`config.mk`:
```
export PLATFORM = sky130hd
export DESIGN_NAME = servant_irq_trace_monitor
export DESIGN_NICKNAME = d
export VERILOG_FILES = /design/src/rtl/servant_irq_trace_monitor.sv
export SDC_FILE = /design/constraint.sdc
export NUM_CORES = 1
export LEC_CHECK = 0
export BUFFER_PORTS_ARGS = -buffer_cell sky130_fd_sc_hd__buf_4
export CAP_MARGIN = 5
export CORE_MARGIN = 3
export CORE_UTILIZATION = 30
export DETAILED_ROUTE_END_ITERATION = 16
export HOLD_SLACK_MARGIN = 0.05
export PLACE_DENSITY = 0.46
export SLEW_MARGIN = 40
export SYNTH_ARGS = -nofsm -noshare
export SYNTH_HDL_FRONTEND = slang
export SYNTH_SLANG_ARGS = --single-unit
```
`constraint.sdc`:
```
create_clock -name wb_clk -period 10.85 [get_ports wb_clk]
set_clock_uncertainty 0.15 [all_clocks]
set_input_delay 3.255 -clock wb_clk [delete_from_list [all_inputs] [get_ports wb_clk]]
set_output_delay 3.255 -clock wb_clk [all_outputs]
set_load 0.02 [all_outputs]
```
`src/rtl/servant_irq_trace_monitor.sv`:
```
// Timer-interrupt trace monitor for the servant bench: measures entry latency,
// handler length and return PC for each interrupt and queues one record per
// completed interrupt in a show-ahead FIFO.
module servant_irq_trace_monitor #(
    parameter logic [31:0] TRAP_VEC = 32'h0000_0000,
    parameter int unsigned CNT_W    = 16,
    parameter int unsigned DEPTH    = 8,
    parameter int unsigned MAX_LAT  = 1024
) (
    input  logic                       wb_clk,
    input  logic                       wb_rst_n,
    input  logic [31:0]                pc_adr,
    input  logic                       pc_vld,
    input  logic                       timer_irq,
    input  logic                       mret,
    input  logic                       isjump,
    input  logic                       rd_en,
    output logic                       rd_vld,
    output logic [2*CNT_W+31:0]        rd_data,
    output logic [$clog2(DEPTH):0]     level,
    output logic                       busy,
    output logic                       overflow,
    output logic                       err_tmo,
    output logic [15:0]                irq_cnt
);

    localparam int unsigned AW = $clog2(DEPTH);
    localparam int unsigned LW = AW + 1;
    localparam int unsigned DW = 2 * CNT_W + 32;
    localparam logic [CNT_W-1:0] LAT_LIM = CNT_W'(MAX_LAT);
    localparam logic [LW-1:0]    FULL_LVL = LW'(DEPTH);

    typedef enum logic [1:0] {
        S_IDLE,
        S_WAIT_VEC,
        S_IN_HND,
        S_WAIT_RET
    } state_t;

    state_t            state;
    state_t            state_nx;
    logic              irq_q;
    logic              irq_edge;
    logic              vec_hit;
    logic              start;
    logic              hit;
    logic              tmo;
    logic              push_req;
    logic [CNT_W-1:0]  lat;
    logic [CNT_W-1:0]  hnd;

    logic [DW-1:0]     mem [DEPTH];
    logic [AW-1:0]     wr_ptr;
    logic [AW-1:0]     rd_ptr;
    logic [LW-1:0]     count;
    logic              empty;
    logic              full;
    logic              pop;
    logic              push_ok;
    logic              drop;

    // isjump is part of the observed bus but handler-internal jumps never change state
    logic              unused_isjump;
    assign unused_isjump = isjump;

    assign irq_edge = timer_irq & ~irq_q;
    assign vec_hit  = pc_vld && (pc_adr == TRAP_VEC);

    // irq_q keeps sampling during reset so a level already high at release is not an edge
    always_ff @(posedge wb_clk) begin
        irq_q <= timer_irq;
    end

    // FSM state register
    always_ff @(posedge wb_clk) begin
        if (!wb_rst_n) begin
            state <= S_IDLE;
        end else begin
            state <= state_nx;
        end
    end

    // Next-state decode and per-cycle event strobes
    always_comb begin
        state_nx = state;
        start    = 1'b0;
        hit      = 1'b0;
        tmo      = 1'b0;
        push_req = 1'b0;
        case (state)
            S_IDLE: begin
                if (irq_edge) begin
                    start    = 1'b1;
                    state_nx = S_WAIT_VEC;
                end
            end
            S_WAIT_VEC: begin
                if (vec_hit) begin
                    hit      = 1'b1;
                    state_nx = S_IN_HND;
                end else if (lat == LAT_LIM) begin
                    tmo      = 1'b1;
                    state_nx = S_IDLE;
                end
            end
            S_IN_HND: begin
                if (mret) begin
                    state_nx = S_WAIT_RET;
                end
            end
            S_WAIT_RET: begin
                if (pc_vld) begin
                    push_req = 1'b1;
                    state_nx = S_IDLE;
                end
            end
            default: state_nx = S_IDLE;
        endcase
    end

    // Latency / handler counters, interrupt count and timeout flag
    always_ff @(posedge wb_clk) begin
        if (!wb_rst_n) begin
            lat     <= '0;
            hnd     <= '0;
            irq_cnt <= '0;
            err_tmo <= 1'b0;
        end else begin
            if (start) begin
                lat     <= CNT_W'(1);
                irq_cnt <= irq_cnt + 16'd1;
            end else if (state == S_WAIT_VEC && !hit && !tmo) begin
                lat <= lat + CNT_W'(1);
            end

            if (hit) begin
                hnd <= CNT_W'(1);
            end else if (state == S_IN_HND && !mret && hnd != '1) begin
                hnd <= hnd + CNT_W'(1);
            end

            if (tmo) begin
                err_tmo <= 1'b1;
            end
        end
    end

    assign empty   = (count == '0);
    assign full    = (count == FULL_LVL);
    assign pop     = rd_en & ~empty;
    // a full FIFO still takes the record when the same cycle frees a slot
    assign push_ok = push_req & (~full | pop);
    assign drop    = push_req & full & ~pop;

    // FIFO pointers, occupancy and overflow flag
    always_ff @(posedge wb_clk) begin
        if (!wb_rst_n) begin
            wr_ptr   <= '0;
            rd_ptr   <= '0;
            count    <= '0;
            overflow <= 1'b0;
        end else begin
            if (push_ok) begin
                wr_ptr <= wr_ptr + AW'(1);
            end
            if (pop) begin
                rd_ptr <= rd_ptr + AW'(1);
            end
            case ({push_ok, pop})
                2'b10:   count <= count + LW'(1);
                2'b01:   count <= count - LW'(1);
                default: count <= count;
            endcase
            if (drop) begin
                overflow <= 1'b1;
            end
        end
    end

    // FIFO storage write
    always_ff @(posedge wb_clk) begin
        if (push_ok) begin
            mem[wr_ptr] <= {pc_adr, hnd, lat};
        end
    end

    assign rd_vld  = ~empty;
    assign rd_data = mem[rd_ptr];
    assign level   = count;
    assign busy    = (state != S_IDLE);

endmodule
```
== After elaboration in Yosys (flattened, before gate mapping) ==
Memory sizes are Yosys's and may differ from the RTL's. A register that Yosys moved wholly into a read port is not among the register bits.
Index checks and enable logic that the tools add are counted.
Widths: inputs -> output; s select.

* Logic and storage cells: 85
* Bits of input ports: 39
* Memories: 1
* Output and inout port bits: 88
* Bits in registers: 63
* Memory bits (writable): 512

* Bitwise logic cells: 11
* Muxes and demuxes: 24
* Equal/unequal tests: 12
* Reduce and logical (&&, ||, !) cells: 18
* $add $sub $neg: 7

{| class="wikitable"
|+ Memories
! name !! depth !! bits a word !! rd ports !! clocked after Yosys merged registers in !! wr ports !! RTL line !! source
|-
| mem || 8 || 64 || 1 || 1 || 1 || 52 || <nowiki>logic [DW-1:0] mem [DEPTH];</nowiki>
|}

{| class="wikitable"
|+ Operators by type and width
! operator !! number
|-
| $add 16x1->16 const B || 3
|-
| $logic_not 32->1 || 1
|-
| $eq 16x11->1 const B || 1
|-
| $ne 16x16->1 const B || 1
|-
| $mux 1 || 15
|-
| $mux 2 || 5
|-
| $pmux 2 s4 || 1
|-
| $pmux 4 s2 || 1
|-
| $reduce_bool 2->1 || 4
|-
| $add 3x1->3 const B || 2
|-
| $eq 2x2->1 const B || 3
|-
| $mux 3 || 2
|-
| $ne 2x2->1 const B || 3
|-
| $and 1x1->1 || 5
|-
| $logic_and 1x1->1 || 5
|-
| $not 1->1 || 5
|-
| $add 4x1->4 const B || 1
|-
| $eq 2x1->1 const B || 2
|-
| $eq 4x4->1 const B || 1
|-
| $logic_not 4->1 || 1
|-
| $reduce_and 4->1 || 1
|-
| $reduce_or 2->1 || 2
|-
| $sub 4x1->4 const B || 1
|-
| $logic_not 1->1 || 3
|-
| other kinds (3) || 3
|}

== Depth between registers and ports, before layout ==
* Depth in word-level cells: 9
* Gate-level depth with buffers: 9
* Depth with buffers taken out: 8

== Least setup slack after synthesis ==
Ideal clock, no wire load.

* Path type: input to register
* Start: input pc_vld
* End: memory mem[0][0] in the netlist's numbering, enable pin
* Stages on the path: 4
* Library setup time: 0.565 ns
* Path slack: 1.757 ns
* Data required time: 10.135 ns
* Buffers on the path: 0
* Arrival time: 8.378 ns
* Cells stage by stage: nand3_1 -> a31oi_1 -> nand2b_1 -> nor3_1

* Longest elaborated chain between the ends: 5

{| class="wikitable"
|+ Ends and longest elaborated chain
! item !! RTL line !! source
|-
| start, declared || 13 || <nowiki>input logic pc_vld,</nowiki>
|-
| $mux 1 || 112 || <nowiki>if (pc_vld) begin</nowiki>
|-
| $mux 1 || 90 || <nowiki>case (state)</nowiki>
|-
| $and 1x1->1 || 152 || <nowiki>assign push_ok = push_req & (~full | pop);</nowiki>
|-
| $mux 1 || 182 || <nowiki>if (push_ok) begin</nowiki>
|-
| $mux 1 (implied by the code) || 183 || <nowiki>mem[wr_ptr] <= {pc_adr, hnd, lat};</nowiki>
|-
| end, declared || 52 ||
|}

Every way passes these cells.

==> key figures <==
Outcome
  • Status: finished, final reports clean

Place
  • Dpl hpwl: 28.6 mm
  • PortBufs: 125
  • Placer Congestion: 0.716

Route
  • WL met3: 2.53 mm
  • Routed met2 length: 24.2 mm
  • Antenna Violating Nets Remaining: 0
  • Uppermost routed layer: met5
  • M1 WL: 23.8 mm
  • Via density: 4.89
  • DRT Pass-1 Iters: 5
  • DR WL/cell: 22.4 um
  • Iter 0 DRT Violations: 683
  • Via Count: 11300
  • DRC viols: 0
  • Final wirelength: 51.5 mm

CTS
  • CTS tree: done
  • Num CTS Buffers: 66
  • Clk sinks: 578
  • Htree depth: 3
  • CTS Root Cell: clkbuf_16
  • Post-CTS resize count: 0
  • Clock Path Buffers: 3
  • Clock-pin slew on the worst setup and hold paths: 0.06 ns
  • Worst skew pair latency: 0.58 ns
  • Setup bufs post-CTS: 0
  • Post-CTS Hold Fix Bufs: 0

Floorplanning
  • Die Area: 0.0784 mm2
  • Rows: 99
  • Starting density of the core: 0.305
  • IO Pins: 127
  • Die span in y: 280 um
  • Core footprint: 0.0737 mm2
  • Width of the die: 280 um

Synthesis
  • Leading area contributor after synthesis: edfxtp_1
  • Sequential share of the synthesized area: 0.742
  • Syn nets: 1171
  • Avg Inst Size Synth: 20.0 um2
  • Post-synthesis simple-gate area fraction: 0.0532
  • Yosys top cell area share: 0.683
  • Synth top area cells: edfxtp_1, mux4_2, dfxtp_1
  • Main combinational cell family by area after synthesis: multiplexers
  • Ys Warns: 0
  • Synth Area in XOR/XNOR: 0.0124
  • Asr flop ratio synth: 0
  • Synth Register Bits: 578
  • Cell with the most instances after synthesis: edfxtp_1
  • Mux share of post-synthesis cell area: 0.163
  • Mapped Cells: 1125
  • Unique masters post-synth: 52
  • Post-synthesis compound-gate area fraction: 0.0150
  • Post-synth top cells: edfxtp_1, mux4_2, dfxtp_1
  • Synth Flop Type: edfxtp_1
  • EDFF count, synth: 512
  • Mapped Area: 0.0225 mm2
  • Post-synthesis adder-cell area fraction: 0.00389

Global routing
  • Largest net degree at the start of global routing: 59
  • GR Overflow Total: 0
  • GRT Overall Usage: 0.132
  • First-pass GRT wire length: 77.1 mm
  • Vias in the first global route: 11700
  • Initial antenna violation count: 4

Critical path
  • CP endpoint kind: output port
  • Data required, critical path: 7.45 ns
  • Critical path class: flip-flop to output port
  • CP Launch Type: flip-flop
  • Crit path buf inv count: 3
  • CP Max Fanout: 58
  • Crit path DAT: 3.24 ns
  • Crit path cell chain: buf_12, buf_16, mux4_2, mux2_2, buf_4
  • Slowest-stage cell, CP: dfxtp_4
  • CP delay by family, top: buffers and inverters
  • Delay of the slowest cell on the worst path: 0.59 ns

Timing
  • Max Clock Freq: 151 MHz
  • Slew headroom: 0.457
  • Fin crit period: 6.64 ns
  • Final period util: 0.612
  • Worst Hold Slack: 0.326 ns
  • RSZ-0062 raised after global routing: false
  • Endpoints failing hold: 0
  • Fin Setup TNS: 0 ns
  • Max-slew violation count: 0
  • Final setup fails: 0
  • Worst Max-Slew Pin Slew: 0.815 ns

Power and ir drop
  • Seq pwr share: 0.526
  • Leak Pwr: 8.86 nW
  • Worst VDD drop: 0.0831 mV
  • Gate power share: 0.009
  • Sw Share: 0.196
  • Total power: 4.58 mW
  • Cell-internal power: 3.68 mW
  • Sw power: 0.897 mW
  • Pwr Density: 170 mW/mm2
  • Part of the power in the clock network: 0.465

Finish
  • Area Growth Syn to Fin: 19.7%
  • Fraction of layout cells with a size suffix above 1: 0.342
  • Nets: 1338
  • Diodes inserted: 0

Worst hold path
  • Hold crit path type: flip-flop to flip-flop

Run
  • Max Cap Violations: 0
==> flip-flops by register name, indices dropped and copies added (netlist names), named ones only <==
| signal | flops |
|---|---|
| mem | 512 |
| hnd | 16 |
| irq_cnt | 16 |
| lat | 16 |
| level | 4 |
| rd_ptr | 3 |
| wr_ptr | 3 |
| err_tmo | 1 |
| irq_q | 1 |
| overflow | 1 |
| state | 1 |
==> cells by family (layout without fill, tap and decap cells) <==
kind of cell / count (synthesis) / after routing
flip-flops: 578 / 578
buffers and inverters: 58 / 276
XOR/XNOR: 32 / 32
AND/OR/NAND/NOR: 200 / 200
AO/OA/AOI/OAI: 52 / 52
multiplexers: 198 / 198
adder cells (fa/ha/maj): 7 / 7
==> metrics by stage <==
stage / cell area (um2) / worst slack [ns] / instances / utilization
after floorplan: 22500 / 1.76 / 1125 / -
after global placement: 24600 / 3.88 / 2175 / 0.334
after detailed placement: 24900 / 4.00 / 2183 / 0.337
after CTS: 26900 / 4.02 / 2302 / 0.366
after global routing: 26900 / 3.92 / 2302 / 0.366
final: 26900 / 4.21 / 2302 / 0.366
==> cell type report <==
class                           instances  area [um2]
Fill cell                            6756       46800
Timing Repair Buffer                  150        1310
Clock inverter                         30         273
Sequential cell                       578       16700
Tap cell                              959        1200
Clock buffer                           89        1800
Inverter                                7        26.3
Multi-Input combinational cell        489        5640
==> metal layers <==
metal  vias to the layer above  global-route usage
li1                       4967                   -
met1                      5990               0.184
met2                       216               0.209
met3                        75              0.0338
met4                         6              0.0324
met5                         -                   0
==> placed cells by master (no fill, tap or decap), types with 4 or more instances in the layout <==
master / Yosys / final
a21boi_0: 6 / 6
a21oi_1: 16 / 16
and2_1: 18 / 18
and3_1: 4 / 4
and4_1: 4 / 4
buf_16: 0 / 7
buf_4: 0 / 137
buf_6: 2 / 4
bufinv_16: 0 / 4
clkbuf_1: 30 / 19
clkbuf_16: 0 / 68
clkinv_1: 0 / 15
clkinv_2: 0 / 6
dfxtp_1: 66 / 63
edfxtp_1: 512 / 512
ha_1: 7 / 7
inv_1: 7 / 7
mux2_2: 64 / 64
mux2i_1: 6 / 6
mux4_2: 128 / 128
nand2_1: 29 / 29
nand2b_1: 7 / 7
nand3_1: 16 / 16
nand4_1: 17 / 17
nor2_1: 28 / 22
nor2_4: 0 / 6
nor2b_1: 8 / 8
nor3_1: 13 / 11
nor3_2: 4 / 6
nor4_1: 14 / 12
o21ai_0: 12 / 12
o31ai_1: 6 / 6
or3_1: 12 / 12
or4_1: 7 / 7
xnor2_1: 21 / 21
xor2_1: 11 / 11
==> worst paths after layout <==
check / start / slack [ns] / cells after the start / end
setup / recovery: flip-flop / 4.21 / 5 / rd_data[37]
hold / removal: err_tmo$_SDFFE_PN0P_ / 0.33 / 1 / err_tmo$_SDFFE_PN0P_
setup reg to reg: flip-flop / 6.82 / 6 / mem[7][5]$_DFFE_PP_
hold reg to reg: err_tmo$_SDFFE_PN0P_ / 0.33 / 1 / err_tmo$_SDFFE_PN0P_
==> power by group through the flow <==
stage                     Sequential [mW]  Combinational (mW)  Clock [mW]
after floorplan                      2.45              0.0119           0
after global routing                 2.41              0.0454        2.29
after CTS                            2.41              0.0419        2.20
after detailed placement             2.45              0.0417           0
after global placement               2.45              0.0408           0
final                                2.41              0.0410        2.13
(Power assumes the default switching activity.)
